**config.mk**
```make
export PLATFORM = sky130hd
export DESIGN_NAME = aibcr3aux_osc_rdy_mon
export DESIGN_NICKNAME = d
export VERILOG_FILES = /design/src/rtl/aibcr3aux_osc_rdy_mon_pkg.sv /design/src/rtl/aibcr3aux_osc_sync.sv /design/src/rtl/aibcr3aux_osc_rdy_mon.sv
export SDC_FILE = /design/constraint.sdc
export NUM_CORES = 1
export LEC_CHECK = 0
export ABC_CLOCK_PERIOD_IN_PS = 2980
export CORE_MARGIN = 2
export CORE_UTILIZATION = 52
export DETAILED_ROUTE_END_ITERATION = 16
export PLACE_DENSITY = 0.78
export REMOVE_ABC_BUFFERS = 1
export SLEW_MARGIN = 20
export SYNTH_ARGS = -nofsm -noshare
export SYNTH_HDL_FRONTEND = slang
export SYNTH_SLANG_ARGS = --single-unit
```
**constraint.sdc**
```tcl
create_clock -name clk -period 2.98 [get_ports clk]
set_input_delay 0.745 -clock clk [delete_from_list [all_inputs] [get_ports clk]]
set_output_delay 0.745 -clock clk [all_outputs]
set_load 0.01 [all_outputs]
```
**src/rtl/aibcr3aux_osc_rdy_mon_pkg.sv**
```systemverilog
// Shared types and defaults for the AIB aux oscillator ready monitor.
// Holds the FSM state encoding, the synchronizer depth default and a counter helper.
package aibcr3aux_osc_rdy_mon_pkg;

    localparam int OSC_SYNC_STAGES_DEF = 2;

    typedef enum logic [1:0] {
        ST_IDLE   = 2'd0,
        ST_SETTLE = 2'd1,
        ST_READY  = 2'd2,
        ST_LOST   = 2'd3
    } osc_state_e;

    // Terminal-count test written as >= so a count can never run past its
    // limit, even if a quasi-static limit is lowered while counting.
    function automatic logic cnt_hit(input logic [7:0] cnt, input logic [7:0] limit);
        return (cnt >= (limit - 8'd1));
    endfunction

endpackage

```
**src/rtl/aibcr3aux_osc_sync.sv**
```systemverilog
// Multi-flop synchronizer for one asynchronous control bit.
// Depth below 2 is not a valid configuration.
module aibcr3aux_osc_sync
    import aibcr3aux_osc_rdy_mon_pkg::*;
#(
    parameter int STAGES = OSC_SYNC_STAGES_DEF
) (
    input  logic clk,
    input  logic rstb,
    input  logic d,
    output logic q
);

    logic [STAGES-1:0] sync_r;

    always_ff @(posedge clk or negedge rstb) begin
        if (!rstb) begin
            sync_r <= '0;
        end else begin
            sync_r <= {sync_r[STAGES-2:0], d};
        end
    end

    assign q = sync_r[STAGES-1];

endmodule

```
**src/rtl/aibcr3aux_osc_rdy_mon.sv**
```systemverilog
// Oscillator ready monitor: qualifies the delayed-ready flag, waits a settle
// period, then watches the divided oscillator toggle for loss of activity.
module aibcr3aux_osc_rdy_mon
    import aibcr3aux_osc_rdy_mon_pkg::*;
#(
    parameter int SYNC_STAGES = OSC_SYNC_STAGES_DEF
) (
    input  logic       clk,
    input  logic       rstb,
    input  logic       dly_q,
    input  logic       osc_tgl,
    input  logic [7:0] cfg_settle,
    input  logic [7:0] cfg_timeout,
    input  logic       clr_lost,
    output logic       osc_rdy,
    output logic       osc_lost,
    output logic [1:0] state
);

    osc_state_e st;
    logic       dly_s;
    logic       tgl_s;
    logic       tgl_h;
    logic       tgl_edge;
    logic [7:0] settle_cnt;
    logic [7:0] wd_cnt;

    aibcr3aux_osc_sync #(.STAGES(SYNC_STAGES)) u_sync_dly (
        .clk  (clk),
        .rstb (rstb),
        .d    (dly_q),
        .q    (dly_s)
    );

    aibcr3aux_osc_sync #(.STAGES(SYNC_STAGES)) u_sync_tgl (
        .clk  (clk),
        .rstb (rstb),
        .d    (osc_tgl),
        .q    (tgl_s)
    );

    always_ff @(posedge clk or negedge rstb) begin
        if (!rstb) begin
            tgl_h <= 1'b0;
        end else begin
            tgl_h <= tgl_s;
        end
    end

    // Either polarity change of the divided clock counts as proof of life.
    assign tgl_edge = tgl_s ^ tgl_h;

    always_ff @(posedge clk or negedge rstb) begin
        if (!rstb) begin
            st         <= ST_IDLE;
            settle_cnt <= 8'd0;
            wd_cnt     <= 8'd0;
            osc_rdy    <= 1'b0;
            osc_lost   <= 1'b0;
        end else begin
            case (st)
                ST_IDLE: begin
                    settle_cnt <= 8'd0;
                    wd_cnt     <= 8'd0;
                    if (dly_s) begin
                        if (cfg_settle == 8'd0) begin
                            st      <= ST_READY;
                            osc_rdy <= 1'b1;
                        end else begin
                            st <= ST_SETTLE;
                        end
                    end
                end
                ST_SETTLE: begin
                    if (!dly_s) begin
                        st         <= ST_IDLE;
                        settle_cnt <= 8'd0;
                    end else if (cnt_hit(settle_cnt, cfg_settle)) begin
                        st         <= ST_READY;
                        osc_rdy    <= 1'b1;
                        settle_cnt <= 8'd0;
                        wd_cnt     <= 8'd0;
                    end else begin
                        settle_cnt <= settle_cnt + 8'd1;
                    end
                end
                ST_READY: begin
                    // Loss of the ready flag beats everything; a toggle beats the timeout.
                    if (!dly_s) begin
                        st      <= ST_IDLE;
                        osc_rdy <= 1'b0;
                        wd_cnt  <= 8'd0;
                    end else if (tgl_edge) begin
                        wd_cnt <= 8'd0;
                    end else if (cfg_timeout == 8'd0) begin
                        wd_cnt <= 8'd0;
                    end else if (cnt_hit(wd_cnt, cfg_timeout)) begin
                        st       <= ST_LOST;
                        osc_rdy  <= 1'b0;
                        osc_lost <= 1'b1;
                        wd_cnt   <= 8'd0;
                    end else begin
                        wd_cnt <= wd_cnt + 8'd1;
                    end
                end
                ST_LOST: begin
                    if (clr_lost) begin
                        st       <= ST_IDLE;
                        osc_lost <= 1'b0;
                    end
                end
                default: begin
                    st       <= ST_IDLE;
                    osc_rdy  <= 1'b0;
                    osc_lost <= 1'b0;
                end
            endcase
        end
    end

    assign state = st;

endmodule

```
==> results.py <==
metrics = {
    "run_status": {
        "status": "complete, no violations",
    },
    "power": {
        "p_seq_frac": 0.438,
        "pwr-share-clk": 0.143,
        "p_leak_nw": 1.08,
        "power.density_mw_per_mm2": 437,
        "ir_drop_mv": 0.419,
        "p_sw_mw": 0.388,
        "combPwrFrac": 0.419,
        "swShare": 0.369,
        "intPower_mw": 0.663,
    },
    "synth": {
        "synth-main-ff-cell": "dfrtp_1",
        "yosys_warnings": 0,
        "avgSynthCellArea_um2": 9.42,
        "syn_area_mm2": 0.00187,
        "synth.ff_latch_count": 25,
        "async_flop_share": 1.00,
        "synth-edff-count": 0,
        "seq_area_frac_synth": 0.335,
        "synthCells": 198,
        "ys_types": 46,
    },
    "detailed_routing": {
        "dr.pass1.iters": 4,
        "routed_via_density": 5.85,
        "routedWlPerCell_um": 16.0,
        "routed_wl_mm": 4.64,
        "postRouteAntennaNets": 0,
        "vias": 1697,
        "drt_iter0_drc": 101,
        "drcViolationCount": 0,
    },
    "cts": {
        "cts_root_buf": "clkbuf_4",
        "clock_path_buffers": 2,
        "clk_latency_ps": 310,
        "cts_buffers": 3,
        "numClockSinks": 25,
        "h-tree-depth": 1,
        "cts_tree": "built",
        "clk_pin_slew_worst_paths_ps": 140,
    },
    "timing": {
        "fmax_ghz": 0.341,
        "slew_headroom": 0.584,
        "period_share": 0.983,
        "tightest_slew_ps": 625,
        "final_max_slew_viol_count": 0,
        "setup_viol": 0,
        "skew_ps": 2.52,
        "hold_viol": 0,
        "fin_crit_ps": 2930,
        "worst_slack_ps": 49.2,
        "fin_worst_hold_slack_ps": 380,
    },
    "layout": {
        "stdcell_area_mm2": 0.00240,
        "layout-drive-gt1-share": 0.176,
        "area_growth_pct": 28.9,
        "regArea_um2": 626,
        "diodes": 0,
        "multi_input_comb_area_mm2": 0.00123,
        "utilization": 0.709,
        "nFillCells": 265,
        "nets": 287,
    },
    "floorplan": {
        "fp-row-count": 21,
        "pin_count": 25,
        "core-area_mm2": 0.00339,
        "die_w_um": 63.9,
        "die_y_um": 63.9,
        "dieArea_mm2": 0.00408,
        "start_util": 0.550,
    },
    "placed_design": {
        "dp_hpwl_mm": 3.59,
        "io_buffers": 24,
        "gp_congestion": 0.840,
        "place_ws_ps": -288,
        "postPlaceCellArea_mm2": 0.00231,
    },
    "global_route": {
        "grt_usage": 0.243,
        "grt_first_pass_wirelength_mm": 8.05,
        "grt_use_met3": 0.0229,
        "use_met1": 0.310,
        "first_global_vias": 1846,
        "grt_max_degree": 26,
        "antenna_found_initial": 0,
        "overflow": 0,
        "use_met2": 0.449,
        "top_usage_layer": "met2",
    },
    "worst_setup_path": {
        "crit_fanout": 4,
        "required_ps": 3190,
        "critPathKind": "input port to flip-flop",
        "critical_path.startpoint_type": "input port",
        "critPathCaptureType": "flip-flop",
        "arrival_ps": 3140,
    },
    "min_path": {
        "hp-class": "flip-flop to flip-flop",
    },
    "job": {
        "cap_violations": 0,
    },
}
[through the flow]
stage | TNS [ps] | power (mW) | std cells
after floorplan | 0 | 0.671 | 193
after global placement | -3390 | 0.857 | 286
after detailed placement | -4720 | 0.886 | 286
after CTS | 0 | 1.04 | 290
after global routing | -256 | 1.13 | 290
final | 0 | 1.05 | 290
[registers in the layout (all words and copies together) (netlist names)]
name and count:
settle_cnt 8, u_sync_tgl.sync_r 2, osc_lost 1, wd_cnt 8, osc_rdy 1, state 2
tgl_h 1, u_sync_dly.sync_r 2
[worst max-delay path, stage by stage]
cell	delay, ps
clkdlybuf4s50_1	410
nor2_1	170
nand3_1	160
nor4_2	200
xnor2_1	120
ha_1	300
and3_4	210
o311a_1	280
nor2_2	80
buf_4	160
a221o_1	300
[power groups by stage]
stage | combinational, mW | sequential [mW] | clock (mW)
after CTS | 0.427 | 0.457 | 0.154
after detailed placement | 0.424 | 0.462 | 0
final | 0.440 | 0.460 | 0.151
after global routing | 0.485 | 0.468 | 0.176
after global placement | 0.398 | 0.459 | 0
after floorplan | 0.221 | 0.450 | 0
[kinds of logic after synthesis]
family,count (synthesis),synth area share
adders and majority gates,21,0.141
DFF,25,0.335
xor gates and xnor gates,18,0.0845
buffers and inverters,20,0.0416
muxes,1,0.00537
and+or+nand+nor,75,0.219
AOI/OAI and AO/OA,38,0.174
[cells in the final DEF, fill, tap and decap left out, drive strengths merged, types with 2 or more instances in the layout]
cell type and n:
a221o 2, buf 23, xor2 7, a22o 2, nand3 12, a31oi 3
o221ai 4, o21ai 4, o21a 4, clkdlybuf4s50 24, and3 4, nand4 4
nand2 15, o22ai 2, nand2b 6, xnor2 11, nor2b 5, clkbuf 4
a21oi 3, nor2 13, o211a 2, and4 3, o211ai 2, nor4 2
nor3b 4, dfrtp 25, nor3 4, inv 15, ha 21
[timing repair]
item / CTS / global route
endpoints found under the setup margin: 0 / 20
hold buffers: 0 / 0
gates resized for setup: 0 / 12
buffers inserted: 0 / 0
[synth_stat cells, types with 3 or more instances]
cell	instances	area [um2]
o221ai_1	3	26.3
nand2_1	15	56.3
nor2b_1	5	31.3
ha_1	21	263
nand3_1	12	60.1
and4_1	3	26.3
xnor2_1	11	96.3
o21ai_0	4	20.0
nor3b_1	4	30.0
nand2b_1	6	37.5
nor2_1	12	45.0
xor2_1	7	61.3
nand4_1	4	25.0
a21oi_1	3	15.0
dfrtp_1	25	626
and3_1	4	25.0
inv_1	15	56.3
o21a_1	4	30.0
nor3_1	4	20.0
clkbuf_1	3	11.3
[per-layer routing]
layer	up-vias	routed length [um]	share of wire
met5	-	0	0
met4	0	27	0.0058
met3	4	186	0.040
met2	49	2520	0.54
met1	827	1910	0.41
li1	817	-	-
[worst paths after layout]
kind / depth (start not counted) / to / startpoint / slack [ps]
worst max-delay path: 11 / settle_cnt[4] / cfg_settle[3] / 50
worst min-delay path: 0 / u_sync_dly.sync_r[1] / u_sync_dly.sync_r[0] / 380
worst max register to register: 7 / state[0] / wd_cnt[0] / 810
worst min register to register: 0 / u_sync_dly.sync_r[1] / u_sync_dly.sync_r[0] / 380
max in group asynchronous: 2 / wd_cnt[2] / rstb / 1970
min in group asynchronous: 2 / u_sync_tgl.sync_r[0] / rstb / 780
[area by class of cell]
| cell class | count | share of cell area |
|---|---|---|
| Sequential cell | 25 | 0.260 |
| Tap cell | 46 | 0.0239 |
| Multi-Input combinational cell | 153 | 0.510 |
| Inverter | 15 | 0.0234 |
| Clock buffer | 4 | 0.0109 |
| Timing Repair Buffer | 47 | 0.172 |
Power figures use the tool's default switching activity.
